===== src/rtl/snake_renderer.sv =====
// Snake frame renderer: erases last frame's tail, then plots one pixel per valid segment to the VGA adapter.
// Optional perimeter border drawn after the body when SNAKE_RENDER_BORDER_EN is defined.
module snake_renderer #(
    parameter int unsigned LENGTH      = 100,
    parameter logic [2:0]  HEAD_COLOUR = 3'b010,
    parameter logic [2:0]  BODY_COLOUR = 3'b110,
    parameter logic [2:0]  BG_COLOUR   = 3'b000
`ifdef SNAKE_RENDER_BORDER_EN
    ,
    parameter logic [2:0]  BORDER_COLOUR = 3'b111
`endif
) (
    input  logic       clock,
    input  logic       resetn,
    input  logic       start,
    input  logic [7:0] seg_x,
    input  logic [6:0] seg_y,
    input  logic       seg_valid,
    output logic [6:0] j,
    output logic [7:0] vga_x,
    output logic [6:0] vga_y,
    output logic [2:0] vga_colour,
    output logic       vga_plot,
    output logic       busy,
    output logic       done
);

    localparam int unsigned X_W = 8;
    localparam int unsigned Y_W = 7;
    localparam int unsigned J_W = 7;
    localparam logic [J_W-1:0] J_LAST = J_W'(LENGTH - 1);

    typedef enum logic [1:0] {
        S_IDLE,
        S_DRAW,
`ifdef SNAKE_RENDER_BORDER_EN
        S_BORDER,
`endif
        S_DONE
    } state_t;

    state_t         state;
    logic           have_tail;
    logic [X_W-1:0] tail_x;
    logic [Y_W-1:0] tail_y;

`ifdef SNAKE_RENDER_BORDER_EN
    localparam int unsigned CNT_W      = 10;
    localparam int unsigned X_MAX      = 159;
    localparam int unsigned Y_MAX      = 119;
    localparam int unsigned ROW_PIX    = X_MAX + 1;
    localparam int unsigned COL_PIX    = Y_MAX + 1;
    localparam int unsigned BORDER_PIX = 2 * ROW_PIX + 2 * COL_PIX;

    logic [CNT_W-1:0] bord_cnt;
    logic [X_W-1:0]   border_x_c;
    logic [Y_W-1:0]   border_y_c;

    // Perimeter walk: top row, bottom row, left column, right column
    always_comb begin
        border_x_c = '0;
        border_y_c = '0;
        if (bord_cnt < CNT_W'(ROW_PIX)) begin
            border_x_c = X_W'(bord_cnt);
        end else if (bord_cnt < CNT_W'(2 * ROW_PIX)) begin
            border_x_c = X_W'(bord_cnt - CNT_W'(ROW_PIX));
            border_y_c = Y_W'(Y_MAX);
        end else if (bord_cnt < CNT_W'(2 * ROW_PIX + COL_PIX)) begin
            border_y_c = Y_W'(bord_cnt - CNT_W'(2 * ROW_PIX));
        end else begin
            border_x_c = X_W'(X_MAX);
            border_y_c = Y_W'(bord_cnt - CNT_W'(2 * ROW_PIX + COL_PIX));
        end
    end
`endif

    always_ff @(posedge clock) begin
        if (!resetn) begin
            state      <= S_IDLE;
            j          <= '0;
            vga_x      <= '0;
            vga_y      <= '0;
            vga_colour <= '0;
            vga_plot   <= 1'b0;
            busy       <= 1'b0;
            done       <= 1'b0;
            have_tail  <= 1'b0;
            tail_x     <= '0;
            tail_y     <= '0;
`ifdef SNAKE_RENDER_BORDER_EN
            bord_cnt   <= '0;
`endif
        end else begin
            case (state)
                S_IDLE: begin
                    done     <= 1'b0;
                    vga_plot <= 1'b0;
                    // A start overlapping the done pulse belongs to the finished frame
                    if (start && !done) begin
                        busy  <= 1'b1;
                        j     <= '0;
                        state <= S_DRAW;
                        if (have_tail) begin
                            vga_x      <= tail_x;
                            vga_y      <= tail_y;
                            vga_colour <= BG_COLOUR;
                            vga_plot   <= 1'b1;
                        end
                    end
                end

                S_DRAW: begin
                    vga_x      <= seg_x;
                    vga_y      <= seg_y;
                    vga_plot   <= seg_valid;
                    vga_colour <= (j == '0) ? HEAD_COLOUR : BODY_COLOUR;
                    if (seg_valid) begin
                        tail_x    <= seg_x;
                        tail_y    <= seg_y;
                        have_tail <= 1'b1;
                    end
                    // Valid slots are contiguous from 0, so the first invalid slot ends the sweep
                    if (!seg_valid || j == J_LAST) begin
                        j <= '0;
`ifdef SNAKE_RENDER_BORDER_EN
                        bord_cnt <= '0;
                        state    <= S_BORDER;
`else
                        state    <= S_DONE;
`endif
                    end else begin
                        j <= j + J_W'(1);
                    end
                end

`ifdef SNAKE_RENDER_BORDER_EN
                S_BORDER: begin
                    vga_x      <= border_x_c;
                    vga_y      <= border_y_c;
                    vga_colour <= BORDER_COLOUR;
                    vga_plot   <= 1'b1;
                    if (bord_cnt == CNT_W'(BORDER_PIX - 1)) begin
                        state <= S_DONE;
                    end else begin
                        bord_cnt <= bord_cnt + CNT_W'(1);
                    end
                end
`endif

                S_DONE: begin
                    done     <= 1'b1;
                    busy     <= 1'b0;
                    vga_plot <= 1'b0;
                    state    <= S_IDLE;
                end

                default: begin
                    state <= S_IDLE;
                end
            endcase
        end
    end

endmodule


===== config.mk =====
export PLATFORM = sky130hd
export DESIGN_NAME = snake_renderer
export DESIGN_NICKNAME = d
export VERILOG_FILES = /design/src/rtl/snake_renderer.sv
export SDC_FILE = /design/constraint.sdc
export NUM_CORES = 1
export LEC_CHECK = 0
export CAP_MARGIN = 30
export CORE_UTILIZATION = 49
export CTS_CLUSTER_SIZE = 8
export DETAILED_ROUTE_END_ITERATION = 16
export GPL_TIMING_DRIVEN = 0
export PLACE_DENSITY = 0.81
export SLEW_MARGIN = 25
export SYNTH_ARGS = -nofsm -noshare
export SYNTH_HDL_FRONTEND = slang
export SYNTH_SLANG_ARGS = --single-unit
export TNS_END_PERCENT = 50

===== constraint.sdc =====
create_clock -name clock -period 2.1 [get_ports clock]
set_input_delay 0.42 -clock clock [delete_from_list [all_inputs] [get_ports clock]]
set_output_delay 0.42 -clock clock [all_outputs]
set_load 0.01 [all_outputs]

# --- After elaboration in Yosys (flattened, before gate mapping) ---
# Index checks and enable logic that the tools add are counted.
op_classes:
  mux: 22
  n_eq_ne: 6
  addsub: 1
  n_reduce_logical: 14
ops:
  columns: ["operator", "n"]
  rows:
  - ["$mux 7", 4]
  - ["$pmux 7 s2", 2]
  - ["$mux 8", 2]
  - ["$pmux 8 s2", 1]
  - ["$mux 3", 3]
  - ["$reduce_and 2->1", 4]
  - ["$add 7x1->7 const B", 1]
  - ["$eq 7x7->1 const B", 1]
  - ["$logic_not 7->1", 1]
  - ["$ne 2x2->1 const B", 3]
  - ["$pmux 3 s2", 1]
  - ["$mux 2", 2]
  - ["$pmux 1 s2", 2]
  - ["$pmux 2 s2", 1]
  - ["$reduce_bool 2->1", 2]
  - ["$mux 1", 3]
  - ["$pmux 1 s3", 1]
  - ["$reduce_and 3->1", 1]
  - ["$reduce_bool 3->1", 1]
  - ["$eq 2x1->1 const B", 1]
  - ["$eq 2x2->1 const B", 1]
  - ["$logic_not 1->1", 2]
  - ["$logic_not 2->1", 1]
  - ["$logic_and 1x1->1", 1]
  - ["$logic_or 1x1->1", 1]
totals:
  wordCells: 54
  output_inout_bits: 28
  register_bits: 46
  input_bits: 19

# --- Depth between registers and ports, before layout ---
depth:
  word_depth: 4
  mapped_depth: 8
  ltp_nobuf: 6

# --- Worst setup path after synthesis ---
# OpenSTA, ideal clock, no wires.
synth_timing:
  kind: "register to register"
  from: "register state[0]"
  to: "register vga_x[1]"
  period_less_slack_ns: 1.614
  path_buffers: 2
  required_time_ns: 1.984
  setup_time_ns: 0.116
  path_stages_with_launch: 8
  slack_ns: 0.486
  t_arrival_ns: 1.498
  path_cell_list: "dfxtp_1 > inv_1 > ha_1 > and3b_4 > a21o_1 > buf_6 > buf_6 > o211a_1"
synth_via:
  elab_chain_cells: 3
  word_cells_on_any_way: 7
  classes_between: "3 x eq/ne; 1 x mux; 3 x reduce/logical"
synth_lines:
  columns: ["element", "line", "text"]
  rows:
  - ["from (decl)", "42", "state_t state;"]
  - ["from (signal assigned)", "79", "state <= S_IDLE;"]
  - ["from (signal assigned)", "102", "state <= S_DRAW;"]
  - ["from (signal assigned)", "129", "state <= S_DONE;"]
  - ["$logic_not 2->1 or $eq 2x1->1 (tied branches)", "94", "case (state)"]
  - ["$ne 2x2->1 (no source line) or $reduce_bool 2->1 (tied branches)", null, null]
  - ["$reduce_and 3->1 (no source line)", null, null]
  - ["to (signal assigned)", "104", "vga_x <= tail_x;"]
  - ["to (signal assigned)", "113", "vga_x <= seg_x;"]
  - ["to (decl)", "20", "output logic [7:0] vga_x,"]
# Parallel ways exist; a longest one is shown, timed or not.
# A chain may end at the register's enable or synchronous reset.

# --- Final worst setup path ---
layout_timing:
  from: "register state[0]"
  to: "register j[5]"
layout_via:
  elab_chain_cells: 3
  word_cells_on_any_way: 6
  classes_between: "2 x eq/ne; 1 x mux; 3 x reduce/logical"
layout_lines:
  columns: ["element", "line", "text"]
  rows:
  - ["$eq 2x1->1 or $logic_not 2->1 (tied branches)", "94", null]
  - ["$reduce_bool 2->1 (no source line) or $ne 2x2->1 (tied branches)", null, null]
  - ["$reduce_and 2->1 (no source line)", null, null]
  - ["to (signal assigned)", "132", "j <= j + J_W'(1);"]
  - ["to (decl)", "19", "output logic [6:0] j,"]
# Parallel ways exist; a longest one is shown, timed or not.

==> impl_metrics.py <==
metrics = {
    "status": {
        "status": "finished clean",
    },
    "yosys": {
        "synth_top_area_share_pct": 43.6,
        "synth_area_sq_um": 2070,
        "synthMostInstantiatedCell": "nand2_1",
        "synthArstFlopShare_pct": 0,
        "ys.warnings.count": 0,
        "syn_nets": 247,
        "avgSynthCellArea_sq_um": 9.31,
        "ys_seq_area_share_pct": 43.6,
        "yosys_register_bits": 45,
        "yosys-top-cells-count": "nand2_1, dfxtp_1, mux2i_1, o211a_1, a21boi_0",
        "ys.flop_type": "dfxtp_1",
        "netlist_instances": 222,
        "synth_area_leader_cell": "dfxtp_1",
        "synth_edf_count": 0,
        "synthTopCellsByArea": "dfxtp_1, nand2_1, mux2i_1",
        "ys_types": 38,
    },
    "placed_design": {
        "io_buffers": 44,
        "dpl.cell_count": 316,
        "gp_congestion": 0.852,
        "post-dp-hpwl_mm": 3.17,
        "dpl-instance-area_sq_um": 2570,
    },
    "cts": {
        "cts_hold_buffers": 0,
        "cts_buffers": 5,
        "cts_tree": "yes",
        "cts_root_buf": "clkbuf_8",
        "cts.reportedPaths.clkPinSlew_ns": 0.09,
        "cts_max_path_buffers": 2,
        "ctsHtreeMaxLevel": 2,
        "cts_sinks": 45,
        "cts_resized": 0,
        "worst_skew_pair.late_latency_ns": 0.30,
        "post-cts-setup-buffer-count": 0,
    },
    "die": {
        "die_w_um": 67.0,
        "die_area_sq_um": 4480,
        "fp-row-count": 23,
        "core_sq_um": 4030,
        "ios": 47,
        "die_y_um": 67.0,
        "start_util_pct": 51.3,
    },
    "timing": {
        "relSlewSlack_pct": 62.6,
        "setup_viol": 0,
        "drv_slew": 0,
        "hold_viol_final": 0,
        "fmax_ghz": 0.533,
        "skew_ns": 0.0101,
        "fin_crit_sh_pct": 89.3,
        "tightestPinTransition_ns": 0.558,
        "rsz0062_at_grt": "false",
        "finalCriticalPeriod_ns": 1.88,
        "tns_ns": 0,
    },
    "min_path": {
        "hp-class": "reg -> reg",
        "worstHoldStart": "tail_x[2]$_SDFFE_PN0P_",
    },
    "finish": {
        "drive_above_1_share_pct": 8.03,
        "final.fill_count": 365,
        "fin_cells": 324,
        "postLayoutCoreUtil_pct": 66.8,
        "areaGrowthSynthToFinish_pct": 30.1,
        "nets": 298,
        "final_cell_area_sq_um": 2690,
        "num_antenna_cells": 0,
    },
    "critical_path": {
        "path_class": "reg -> reg",
        "endpoint_kind": "flop",
        "r2r-start": "state[0]$_SDFFE_PN0P_",
        "cp_top_family": "simple AND/OR/NAND/NOR gates",
        "worstPathBufferInverterCount": 1,
        "slowest_stage": "o21ai_1",
        "crit_arrival_ns": 2.05,
        "critPathMaxStageDelay_ns": 0.47,
        "required_ns": 2.28,
        "crit_fanout": 8,
        "worstPathCellList": "inv_1 > ha_1 > nor2b_2 > nor2_1 > o21ai_1 > nor2_1",
        "cp-start-kind": "flop",
        "worst_path_most_repeated_cell": "nor2_1",
        "crit_start": "state[0]$_SDFFE_PN0P_",
    },
    "pwr": {
        "leakagePower_uw": 0.00116,
        "p_total_uw": 2320,
        "ir_worst_vdd_mv": 0.460,
        "p_per_area_nw_per_um2": 861,
    },
    "run": {
        "maxCapViolations": 0,
    },
    "global_routing": {
        "grt_pass1_wl_mm": 7.24,
        "grt_pass1_vias": 1620,
        "grt_max_degree": 15,
        "grt.total_usage_pct": 21.8,
        "antenna_found_initial": 0,
        "grt_overflow": 0,
    },
    "routing": {
        "first_iter_violations": 76,
        "num_vias": 1693,
        "wl_mm": 4.39,
        "viasPerCell": 5.23,
        "drcViolationCount": 0,
        "wl_per_cell_um": 13.5,
        "drt_first_pass_iters": 4,
        "final_antenna_net_count": 0,
    },
}
[flip-flops by register name (all words and copies together), names as in the netlist, 2 cells and up]
| register | count |
|---|---|
| j | 7 |
| state | 2 |
| tail_x | 8 |
| tail_y | 7 |
| vga_colour | 2 |
| vga_x | 8 |
| vga_y | 7 |
[per-layer routing]
metal  share of wire [%]  global-route usage [%]  wire length (um)
met3                 4.2                    4.45               183
met5                   0                       0                 0
met2                  49                    37.6              2130
met4                 1.8                    8.78                80
met1                  45                    26.0              1990
[final timing paths]
check / to / slack [ns] / cells after the start
max: j[5]$_SDFFE_PN0P_ / 0.22 / 6
min: tail_x[2]$_SDFFE_PN0P_ / 0.46 / 2
max reg2reg: j[5]$_SDFFE_PN0P_ / 0.22 / 6
min reg2reg: tail_x[2]$_SDFFE_PN0P_ / 0.46 / 2
[cells by family after synthesis]
family          share of synthesized area [%]
compound gates                           20.0
xor+xnor                                 2.12
fa+ha+maj                                3.63
buf+inv                                  5.63
flops                                    43.6
mux                                      8.23
other cells                             0.181
simple gates                             16.6
[per-stage QoR]
| step | hold WS [ns] | setup slack, ns |
|---|---|---|
| 4_1_cts | 0.467 | 0.201 |
| 2_1_floorplan | 0.443 | 0.486 |
| 3_5_place_dp | 0.456 | 0.0624 |
| 3_3_place_gp | 0.449 | 0.0861 |
| 5_1_grt | 0.489 | 0.00000999 |
| 6_report | 0.464 | 0.225 |
[power breakdown]
| part | leakage [uW] | switching [uW] | total, uW | internal (uW) |
|---|---|---|---|---|
| registers | 0.000366 | 56.9 | 1000 | 943 |
| clock network | 0.0000574 | 301 | 688 | 387 |
| logic | 0.000733 | 301 | 628 | 327 |
| total | 0.00116 | 659 | 2320 | 1660 |
[area by class of cell]
cell class / instances / area [sq um] / share of cell area, %
plain buffers: 14 / 93.8 / 3.49
clock buffers: 6 / 82.6 / 3.07
clock inverters: 2 / 37.5 / 1.40
inverters: 6 / 22.5 / 0.837
multi-input cells: 157 / 1050 / 39.0
flip-flops and latches: 45 / 901 / 33.5
well taps: 50 / 62.6 / 2.33
repair buffers: 44 / 440 / 16.4
[worst reg2reg max path: cells and delay by family (launching register included)]
kind            cells  cell delay, ns
simple gates        3            0.54
compound gates      1            0.47
buf+inv             1            0.09
flops               1            0.37
fa+ha+maj           1            0.29
[cell usage in the layout (no fill, tap or decap), types with 5 or more instances in the layout]
master,n
o21ai_0,6
nand2_1,50
clkbuf_8,6
mux2i_1,17
inv_1,6
clkdlybuf4s50_1,44
nor2_1,8
ha_1,6
o211a_1,17
a21boi_0,15
clkbuf_1,5
dfxtp_1,45
Note: power is estimated with default switching activity, not from simulation.
